===== src/rtl/wb_arbiter2_pkg.sv =====
// Shared types and helpers for the two-master pipelined Wishbone arbiter.
package wb_arbiter2_pkg;

  typedef enum logic [2:0] {
    S_IDLE  = 3'd0,
    S_OWN0  = 3'd1,
    S_OWN1  = 3'd2,
    S_PRE1  = 3'd3,
    S_DRAIN = 3'd4
  } arb_state_t;

  localparam logic LAST_M0 = 1'b0;
  localparam logic LAST_M1 = 1'b1;

  typedef struct packed {
    logic        cyc;
    logic        stb;
    logic        we;
    logic [3:0]  sel;
    logic [31:0] adr;
    logic [31:0] dat;
  } wb_req_t;

  localparam wb_req_t WB_REQ_IDLE = '{
    cyc: 1'b0, stb: 1'b0, we: 1'b0, sel: 4'h0, adr: 32'h0000_0000, dat: 32'h0000_0000
  };

  // Round-robin pick from idle: m0 wins when alone or when m1 held the last grant.
  function automatic logic m0_wins(input logic m0_cyc, input logic m1_cyc, input logic last);
    return m0_cyc && (!m1_cyc || (last == LAST_M1));
  endfunction

endpackage


===== src/rtl/wb_arbiter2_txn_counter.sv =====
// Outstanding-transaction counter: issued requests minus returned acks.
// Acks arriving with nothing in flight are ignored, and issue is refused at saturation.
module wb_txn_counter #(
  parameter int OWIDTH = 4
) (
  input  logic              clk_i,
  input  logic              rst_i,
  input  logic              issue_i,
  input  logic              ack_i,
  output logic [OWIDTH-1:0] count_o,
  output logic              zero_o,
  output logic              sat_o
);

  localparam logic [OWIDTH-1:0] CNT_ZERO = {OWIDTH{1'b0}};
  localparam logic [OWIDTH-1:0] CNT_ONE  = {{(OWIDTH-1){1'b0}}, 1'b1};
  localparam logic [OWIDTH-1:0] CNT_MAX  = {OWIDTH{1'b1}};

  logic [OWIDTH-1:0] count_q;
  logic [OWIDTH-1:0] count_d;
  logic              inc_s;
  logic              dec_s;

  assign inc_s = issue_i && (count_q != CNT_MAX);
  assign dec_s = ack_i && (count_q != CNT_ZERO);

  always_comb begin
    count_d = count_q;
    case ({inc_s, dec_s})
      2'b10:   count_d = count_q + CNT_ONE;
      2'b01:   count_d = count_q - CNT_ONE;
      default: count_d = count_q;
    endcase
  end

  always_ff @(posedge clk_i) begin
    if (!rst_i) begin
      count_q <= CNT_ZERO;
    end else begin
      count_q <= count_d;
    end
  end

  assign count_o = count_q;
  assign zero_o  = (count_q == CNT_ZERO);
  assign sat_o   = (count_q == CNT_MAX);

endmodule


===== src/rtl/wb_arbiter2.sv =====
// Two-master to one-slave pipelined Wishbone arbiter. m0 (data) has priority and
// may preempt m1 (fetch); acks left over when a master abandons a cycle are drained.
module wb_arbiter2
  import wb_arbiter2_pkg::*;
#(
  parameter int OWIDTH  = 4,
  parameter bit PREEMPT = 1'b1
) (
  input  logic              clk_i,
  input  logic              rst_i,
  input  logic              m0_cyc_i,
  input  logic              m0_stb_i,
  input  logic              m0_we_i,
  input  logic [3:0]        m0_sel_i,
  input  logic [31:0]       m0_adr_i,
  input  logic [31:0]       m0_dat_i,
  output logic [31:0]       m0_dat_o,
  output logic              m0_ack_o,
  output logic              m0_stall_o,
  input  logic              m1_cyc_i,
  input  logic              m1_stb_i,
  input  logic              m1_we_i,
  input  logic [3:0]        m1_sel_i,
  input  logic [31:0]       m1_adr_i,
  input  logic [31:0]       m1_dat_i,
  output logic [31:0]       m1_dat_o,
  output logic              m1_ack_o,
  output logic              m1_stall_o,
  output logic              s_cyc_o,
  output logic              s_stb_o,
  output logic              s_we_o,
  output logic [3:0]        s_sel_o,
  output logic [31:0]       s_adr_o,
  output logic [31:0]       s_dat_o,
  input  logic [31:0]       s_dat_i,
  input  logic              s_ack_i,
  input  logic              s_stall_i,
  output arb_state_t        state_o,
  output logic [OWIDTH-1:0] count_o
);

  localparam logic [OWIDTH-1:0] CNT_ONE = {{(OWIDTH-1){1'b0}}, 1'b1};

  arb_state_t        state_q;
  logic              last_q;
  wb_req_t           m0_req_s;
  wb_req_t           m1_req_s;
  wb_req_t           fwd_s;
  logic [OWIDTH-1:0] count_s;
  logic              zero_s;
  logic              sat_s;
  logic              issue_s;
  logic              drain_done_s;

  assign m0_req_s = '{cyc: m0_cyc_i, stb: m0_stb_i, we: m0_we_i,
                      sel: m0_sel_i, adr: m0_adr_i, dat: m0_dat_i};
  assign m1_req_s = '{cyc: m1_cyc_i, stb: m1_stb_i, we: m1_we_i,
                      sel: m1_sel_i, adr: m1_adr_i, dat: m1_dat_i};

  assign issue_s = s_stb_o && !s_stall_i;
  // The final ack of a drain lets us leave on the same edge it is counted.
  assign drain_done_s = zero_s || ((count_s == CNT_ONE) && s_ack_i);

  wb_txn_counter #(.OWIDTH(OWIDTH)) u_txn_counter (
    .clk_i   (clk_i),
    .rst_i   (rst_i),
    .issue_i (issue_s),
    .ack_i   (s_ack_i),
    .count_o (count_s),
    .zero_o  (zero_s),
    .sat_o   (sat_s)
  );

  always_ff @(posedge clk_i) begin
    if (!rst_i) begin
      state_q <= S_IDLE;
      last_q  <= LAST_M1;
    end else begin
      case (state_q)
        S_IDLE: begin
          if (m0_wins(m0_cyc_i, m1_cyc_i, last_q)) begin
            state_q <= S_OWN0;
            last_q  <= LAST_M0;
          end else if (m1_cyc_i) begin
            state_q <= S_OWN1;
            last_q  <= LAST_M1;
          end
        end
        S_OWN0: begin
          if (!m0_cyc_i) state_q <= zero_s ? S_IDLE : S_DRAIN;
        end
        S_OWN1: begin
          if (!m1_cyc_i) state_q <= zero_s ? S_IDLE : S_DRAIN;
          else if (PREEMPT && m0_cyc_i) state_q <= S_PRE1;
        end
        S_PRE1: begin
          if (!m0_cyc_i) begin
            if (m1_cyc_i) begin
              state_q <= S_OWN1;
              last_q  <= LAST_M1;
            end else begin
              state_q <= zero_s ? S_IDLE : S_DRAIN;
            end
          end else if (zero_s) begin
            state_q <= S_OWN0;
            last_q  <= LAST_M0;
          end else if (!m1_cyc_i) begin
            state_q <= S_DRAIN;
          end
        end
        S_DRAIN: begin
          if (drain_done_s) state_q <= S_IDLE;
        end
        default: state_q <= S_IDLE;
      endcase
    end
  end

  // Steer the owner onto the slave; everyone else is held off with stall and no ack.
  always_comb begin
    fwd_s      = WB_REQ_IDLE;
    m0_stall_o = 1'b1;
    m1_stall_o = 1'b1;
    m0_ack_o   = 1'b0;
    m1_ack_o   = 1'b0;
    case (state_q)
      S_OWN0: begin
        fwd_s      = m0_req_s;
        fwd_s.stb  = m0_req_s.cyc && m0_req_s.stb && !sat_s;
        m0_stall_o = s_stall_i || sat_s;
        m0_ack_o   = s_ack_i && !zero_s;
      end
      S_OWN1: begin
        fwd_s      = m1_req_s;
        fwd_s.stb  = m1_req_s.cyc && m1_req_s.stb && !sat_s;
        m1_stall_o = s_stall_i || sat_s;
        m1_ack_o   = s_ack_i && !zero_s;
      end
      S_PRE1: begin
        fwd_s     = m1_req_s;
        fwd_s.cyc = 1'b1;
        fwd_s.stb = 1'b0;
        m1_ack_o  = s_ack_i && !zero_s;
      end
      S_DRAIN: begin
        fwd_s.cyc = 1'b1;
      end
      default: begin
        fwd_s = WB_REQ_IDLE;
      end
    endcase
  end

  assign s_cyc_o  = fwd_s.cyc;
  assign s_stb_o  = fwd_s.stb;
  assign s_we_o   = fwd_s.we;
  assign s_sel_o  = fwd_s.sel;
  assign s_adr_o  = fwd_s.adr;
  assign s_dat_o  = fwd_s.dat;
  assign m0_dat_o = s_dat_i;
  assign m1_dat_o = s_dat_i;
  assign state_o  = state_q;
  assign count_o  = count_s;

endmodule

===== config.mk =====
export PLATFORM = sky130hd
export DESIGN_NAME = wb_arbiter2
export DESIGN_NICKNAME = d
export VERILOG_FILES = /design/src/rtl/wb_arbiter2_pkg.sv /design/src/rtl/wb_arbiter2_txn_counter.sv /design/src/rtl/wb_arbiter2.sv
export SDC_FILE = /design/constraint.sdc
export NUM_CORES = 1
export LEC_CHECK = 0
export ABC_AREA = 1
export BUFFER_PORTS_ARGS = -buffer_cell sky130_fd_sc_hd__buf_2
export CORE_AREA = 2 2 127 129
export DETAILED_ROUTE_END_ITERATION = 8
export DIE_AREA = 0 0 129 131
export PLACE_DENSITY_LB_ADDON = 0.25
export SYNTH_ARGS = -nofsm -noshare
export SYNTH_HDL_FRONTEND = slang
export SYNTH_SLANG_ARGS = --single-unit
export TNS_END_PERCENT = 20

===== constraint.sdc =====
create_clock -name clk_i -period 4.5 [get_ports clk_i]
set_input_delay 0.45 -clock clk_i [delete_from_list [all_inputs] [get_ports clk_i]]
set_output_delay 0.45 -clock clk_i [all_outputs]
set_load 0.02 [all_outputs]

# Word-level counts from Yosys, hierarchy flattened
# Cells that the tools add are included.
dict set report op_classes {
  eq_ne 15
  add_sub_neg 2
  reduce_logical 26
  mux 24
}
# operator n
set ops {}
lappend ops {{case mux 70 bit (3 select lines)} 1}
lappend ops {{two-way mux 3 bit} 11}
lappend ops {{case mux 3 bit (5 select lines)} 1}
lappend ops {{logical AND 1 bit} 10}
lappend ops {{inequality test 3 bit (second input constant)} 3}
lappend ops {{two-way mux 1 bit} 8}
lappend ops {{inequality test 4 bit (second input constant)} 2}
lappend ops {{case mux 4 bit (2 select lines)} 1}
lappend ops {{equality test 3 x 2 -> 1 bit (second input constant)} 2}
lappend ops {{AND reduction 5 bit} 1}
lappend ops {{adder 4 x 1 -> 4 bit (second input constant)} 1}
lappend ops {{equality test 4 x 1 -> 1 bit (second input constant)} 1}
lappend ops {{equality test 4 bit (second input constant)} 1}
lappend ops {{logical NOT 1 bit} 4}
lappend ops {{logical NOT 4 bit} 1}
lappend ops {{inequality test 2 bit (second input constant)} 2}
lappend ops {{nonzero test 2 bit} 2}
lappend ops {{nonzero test 4 bit} 1}
lappend ops {{OR reduction 2 bit} 2}
lappend ops {{subtractor 4 x 1 -> 4 bit (second input constant)} 1}
lappend ops {{equality test 3 x 1 -> 1 bit (second input constant)} 1}
lappend ops {{equality test 3 bit (second input constant)} 1}
lappend ops {{logical NOT 3 bit} 1}
lappend ops {{logical OR 1 bit} 3}
lappend ops {{5 further kinds} 5}
dict set report totals {
  word_cells 70
  out_inout_bits 146
  reg_bits 8
}

# Longest topological paths before layout
dict set report depth {
  depth_word 8
  depth_mapped 15
}

# Cells and area by module
# Synthesis repeated with hierarchy kept, for this count alone.
dict set report unflattened {
  hier_cells 291
  hier_area_um2 2064.5
}
# module seq_area_each_um2 area_each_um2 n_inst cells_per_inst
set by_module_without_submodules {}
lappend by_module_without_submodules {wb_arbiter2 80.1 1759.2 1 247}
lappend by_module_without_submodules {wb_txn_counter 80.1 305.3 1 44}

# Least setup slack after synthesis
# Ideal clock, no wire load.
dict set report synth_path {
  path_kind {register to register}
  startpoint {register state_q[0], in the netlist state_o[0]}
  endpoint {register u_txn_counter.count_q[3], in the netlist u_txn_counter.count_o[3]}
  setup_slack_ps 2137
  synth_period_minus_slack_ps 2363
  stages_incl_launch_ff 15
  n_path_buf 0
  t_required_ps 4387
  setup_ps 113
  t_arrival_ps 2250
  cell_sequence {dfxtp_1 -> inv_1 -> nor2_1 -> nand2_1 -> clkinv_2 -> o21ai_1 -> a21oi_2 -> nand2_1 -> ha_1 -> nor2_1 -> nand3_1 -> o21ai_0 -> o21ai_0 -> nor2_1 -> nor2_1}
}
dict set report synth_between {
  elab_chain_len 6
  word_cells_on_any_way 10
}
# element line
set synth_rtl {}
lappend synth_rtl {{start: declaration} wb_arbiter2.sv:44} ;# arb_state_t state_q;
lappend synth_rtl {{start signal: assignment} wb_arbiter2.sv:90} ;# if (!m0_cyc_i) state_q <= zero_s ? S_IDLE : S_DRAIN;
lappend synth_rtl {{start signal: assignment} wb_arbiter2.sv:93} ;# if (!m1_cyc_i) state_q <= zero_s ? S_IDLE : S_DRAIN;
lappend synth_rtl {{start signal: assignment} wb_arbiter2.sv:102} ;# state_q <= zero_s ? S_IDLE : S_DRAIN;
lappend synth_rtl {{equality test 3 x 2 -> 1 bit or equality test 3 x 1 -> 1 bit (tied branches)} wb_arbiter2.sv:126} ;# case (state_q)
lappend synth_rtl {{case mux 70 bit (3 select lines) *} wb_arbiter2.sv:126}
lappend synth_rtl {{named net s_stb_o} wb_arbiter2.sv:30} ;# output logic s_stb_o,
lappend synth_rtl {{logical AND 1 bit *} wb_arbiter2.sv:60} ;# assign issue_s = s_stb_o && !s_stall_i;
lappend synth_rtl {{logical AND 1 bit *} wb_arbiter2_txn_counter.sv:24} ;# assign inc_s = issue_i && (count_q != CNT_MAX);
lappend synth_rtl {{equality test 2 x 1 -> 1 bit or equality test 2 bit (tied branches)} wb_arbiter2_txn_counter.sv:29} ;# case ({inc_s, dec_s})
lappend synth_rtl {{case mux 4 bit (2 select lines) or nonzero test 2 bit (tied branches)} -}
lappend synth_rtl {{end signal: assignment} wb_arbiter2_txn_counter.sv:40} ;# count_q <= count_d;
lappend synth_rtl {{end: declaration} wb_arbiter2_txn_counter.sv:19} ;# logic [OWIDTH-1:0] count_q;
# The timed path passes the listed nets; every way through them passes the cells marked *.
# A chain may end at the register's enable or synchronous reset.

# Worst setup path after layout
dict set report layout_path {
  startpoint {register state_q[1], in the netlist state_o[1]}
  endpoint {output port s_adr_o[14]}
}
dict set report layout_between {
  elab_chain_len 2
  word_cells_on_any_way 4
}
# element line
set layout_rtl {}
lappend layout_rtl {{equality test 3 x 2 -> 1 bit or equality test 3 x 1 -> 1 bit (tied branches)} wb_arbiter2.sv:126}
lappend layout_rtl {{case mux 70 bit (3 select lines) *} wb_arbiter2.sv:126}
lappend layout_rtl {{end: declaration} wb_arbiter2.sv:33} ;# output logic [31:0] s_adr_o,
# Every way passes the cells marked *; elsewhere a longest branch is shown, timed or not.

==> impl_metrics.xml <==
<?xml version="1.0" encoding="UTF-8"?>
<metrics>
  <group name="worst_hold_path">
    <metric name="startpoint_of_the_tightest_hold_check_path" unit="">last_q</metric>
    <metric name="worstHoldPathCells" unit="">2</metric>
    <metric name="hold_path_class" unit="">register to register</metric>
    <metric name="hold_path_end" unit="">last_q</metric>
  </group>
  <group name="floorplanning">
    <metric name="placeableCoreArea" unit="um2">15600</metric>
    <metric name="chipHeight" unit="um">131</metric>
    <metric name="die_area" unit="um2">16900</metric>
    <metric name="fp-row-count" unit="">46</metric>
    <metric name="initial_utilization" unit="">0.1215</metric>
    <metric name="io_pins" unit="">324</metric>
    <metric name="fp.dieW" unit="um">129</metric>
  </group>
  <group name="flow_run">
    <metric name="drv.max_cap_violation_count" unit="">0</metric>
  </group>
  <group name="cells_and_area">
    <metric name="share_of_final_layout_standard_cells_stronger_than_drive_strength_1" unit="">0.5590</metric>
    <metric name="final-seq-area" unit="um2">160.2</metric>
    <metric name="n_fill_cell" unit="">1790</metric>
    <metric name="area_delta_synth_final" unit="%">48.48</metric>
    <metric name="antennaDiodeCount" unit="">0</metric>
    <metric name="fin_cells" unit="">640</metric>
    <metric name="final_net_count" unit="">608</metric>
    <metric name="fin_area" unit="um2">2813</metric>
    <metric name="multiInputGateArea" unit="um2">1065</metric>
  </group>
  <group name="route">
    <metric name="drtAntennaViolNets" unit="">0</metric>
    <metric name="routed_wl" unit="um">9972</metric>
    <metric name="dr.first_iter.drc_count" unit="">102</metric>
    <metric name="routed_via_density" unit="">3.955</metric>
    <metric name="avgRoutedWirePerCell" unit="um">15.58</metric>
    <metric name="drt_drc_violations_left" unit="">0</metric>
    <metric name="detailroute.via_count" unit="">2531</metric>
    <metric name="drt_first_pass_iters" unit="">4</metric>
  </group>
  <group name="clock_network">
    <metric name="cts_root_buf" unit="">clkbuf_16</metric>
    <metric name="cts.hold.buffers_added" unit="">0</metric>
    <metric name="cts_h_tree_depth" unit="">1</metric>
    <metric name="cts_repair_resize_count" unit="">0</metric>
    <metric name="numClockSinks" unit="">8</metric>
    <metric name="insertion_delay" unit="ps">230</metric>
    <metric name="clockBufferDepth" unit="">2</metric>
    <metric name="postCtsSetupBuffers" unit="">0</metric>
    <metric name="clkSlewWorstSetupHoldPaths" unit="ps">40</metric>
    <metric name="cts_tree" unit="">yes</metric>
    <metric name="cts-buffers-inserted" unit="">3</metric>
  </group>
  <group name="yosys">
    <metric name="synth.ff_latch_count" unit="">8</metric>
    <metric name="postSynthAreaPerCell" unit="um2">7.016</metric>
    <metric name="synthDominantCellAreaShare" unit="">0.3190</metric>
    <metric name="most_instantiated_library_cell_after_synthesis" unit="">buf_4</metric>
    <metric name="synth.top_cells.by_area" unit="">a22o_1, buf_4, dfxtp_1, nand2_1, inv_1</metric>
    <metric name="synth_seq_area_share" unit="">0.08454</metric>
    <metric name="synth_top_area_cell" unit="">a22o_1</metric>
    <metric name="synth_flop_cell" unit="">dfxtp_1</metric>
    <metric name="number_of_flops_mapped_to_enable_cells_by_yosys" unit="">0</metric>
    <metric name="syn-instance-count" unit="">270</metric>
    <metric name="synthArstFlopShare" unit="">0</metric>
    <metric name="mappedNetlistNets" unit="">452</metric>
    <metric name="synthTopCellsByCount" unit="">buf_4, a22o_1, nand2_1, inv_1, nor2_1</metric>
    <metric name="yosysWarningCount" unit="">0</metric>
    <metric name="synth.cell_area" unit="um2">1894</metric>
    <metric name="post_synth_num_cell_types" unit="">26</metric>
  </group>
  <group name="setup_path">
    <metric name="worst_ep_required_time" unit="ps">4050</metric>
    <metric name="worst-path-max-fanout" unit="">63</metric>
    <metric name="worstReg2RegEnd" unit="">u_txn_counter.count_o[3]</metric>
    <metric name="setup.worst_path.start_class" unit="">register</metric>
    <metric name="cells_on_worst_reg2reg_path" unit="">14</metric>
    <metric name="endpoint_kind" unit="">output port</metric>
    <metric name="regToRegStartpoint" unit="">state_o[0]</metric>
    <metric name="reg2reg_slack" unit="ps">1820</metric>
    <metric name="path_class" unit="">register to output port</metric>
    <metric name="worstPathArrival" unit="ps">2590</metric>
  </group>
  <group name="grt">
    <metric name="grt_pass1_vias" unit="">2271</metric>
    <metric name="first_pass_grt_wire_length" unit="um">12780</metric>
    <metric name="grt_remaining_overflow" unit="">0</metric>
    <metric name="grt_util_all_layers" unit="">0.09766</metric>
    <metric name="number_of_antenna_violations_at_the_first_check_in_global_routing" unit="">0</metric>
    <metric name="grt_start_max_net_pins" unit="">64</metric>
  </group>
  <group name="timing">
    <metric name="setup_violations" unit="">0</metric>
    <metric name="layout_worst_path_cycle_share" unit="">0.6756</metric>
    <metric name="finalWorstPathRequiredPeriod" unit="ps">3040</metric>
    <metric name="final_tns_setup" unit="ps">0</metric>
    <metric name="timing.max_slew.rel_slack" unit="">0.2208</metric>
    <metric name="maxSlewViolCount" unit="">0</metric>
    <metric name="grt_setup_unrepaired" unit="">false</metric>
    <metric name="worst-slew-pin-transition" unit="ps">1169</metric>
    <metric name="fin_skew" unit="ps">2.253</metric>
    <metric name="hold_violations" unit="">0</metric>
    <metric name="achievable-frequency" unit="MHz">328.9</metric>
  </group>
  <group name="placed_design">
    <metric name="port_buffers" unit="">227</metric>
    <metric name="dpl.cell_count" unit="">637</metric>
    <metric name="gpl.final_weighted_congestion" unit="">0.7900</metric>
    <metric name="dpl_cell_area" unit="um2">2738</metric>
    <metric name="dp_hpwl" unit="um">8540</metric>
  </group>
  <group name="power">
    <metric name="cellLeakagePower" unit="nW">1.666</metric>
    <metric name="vdd_ir_drop_max" unit="uV">207.7</metric>
    <metric name="post_layout_total_power" unit="mW">2.103</metric>
    <metric name="pwr_density_cell" unit="nW/um2">747.7</metric>
  </group>
  <group name="status">
    <metric name="result_of_the_run" unit="">complete, no violations</metric>
  </group>
</metrics>
-- per-stage QoR --
stage	utilization	setup slack [ps]	hold slack (ps)
final	0.1803	1460	464.5
after global routing	0.1803	1266	505.2
after CTS	0.1803	1470	469.7
after detailed placement	0.1755	1725	461.3
after global placement	0.1755	1814	461.8
after floorplan	-	2137	440.6
-- cells by family (layout without fill, tap and decap cells) --
family                     count (synthesis)  in the layout  share of synthesized area
adders and majority gates                  4              4                    0.02642
xor gates and xnor gates                   1              1                   0.004624
DFF                                        8              8                    0.08454
AOI/OAI and AO/OA                         88             88                     0.3765
buffers and inverters                    102            256                     0.3534
and+or+nand+nor                           67             67                     0.1546
-- registers in the layout, summed over array words and instances (netlist names) --
| name | count |
|---|---|
| last_q | 1 |
| state_o | 3 |
| u_txn_counter.count_o | 4 |
-- worst max-delay path, cell delays in order (launching register included) --
cell	delay (ps)
dfxtp_1	400
inv_1	130
nor3_4	270
inv_2	70
nand2_2	810
buf_4	300
a22o_1	150
buf_2	170
-- metal layers --
layer / global-route usage / part of all wire
met1: 0.1279 / 0.43
met2: 0.1718 / 0.48
met5: 0 / 0
met3: 0.01588 / 0.081
met4: 0.01598 / 0.0050
-- placed cells by master (no fill, tap or decap), types with 2 or more instances in the layout --
master	instances
a21oi_1	5
buf_4	2
nand3_1	12
o21ai_0	8
ha_1	4
buf_2	227
nor3_1	2
dfxtp_1	8
clkbuf_16	3
a22o_1	69
nand2_1	29
nand4_1	2
inv_1	22
nor2_1	19
-- report_power, final --
group,internal [mW],total [mW],switching (mW)
sequential,0.0950,0.128,0.0332
clock,0.115,0.150,0.0356
combinational,0.638,1.82,1.19
-- area by class of cell --
type,instances,area share
Tap cell,216,0.09609
Multi-Input combinational cell,160,0.3786
Sequential cell,8,0.05694
Clock buffer,3,0.02669
Inverter,24,0.03247
Timing Repair Buffer,229,0.4093
-- worst max path at each step --
stage	start	endpoint	cells past startpoint
2_1_floorplan	state_o[0]	u_txn_counter.count_o[3]	14
3_3_place_gp	state_o[1]	s_adr_o[9]	7
3_5_place_dp	state_o[1]	s_adr_o[14]	7
4_1_cts	state_o[1]	s_adr_o[14]	7
5_1_grt	state_o[1]	s_adr_o[14]	7
6_report	state_o[1]	s_adr_o[14]	7
Note: power is estimated with default switching activity, not from simulation.
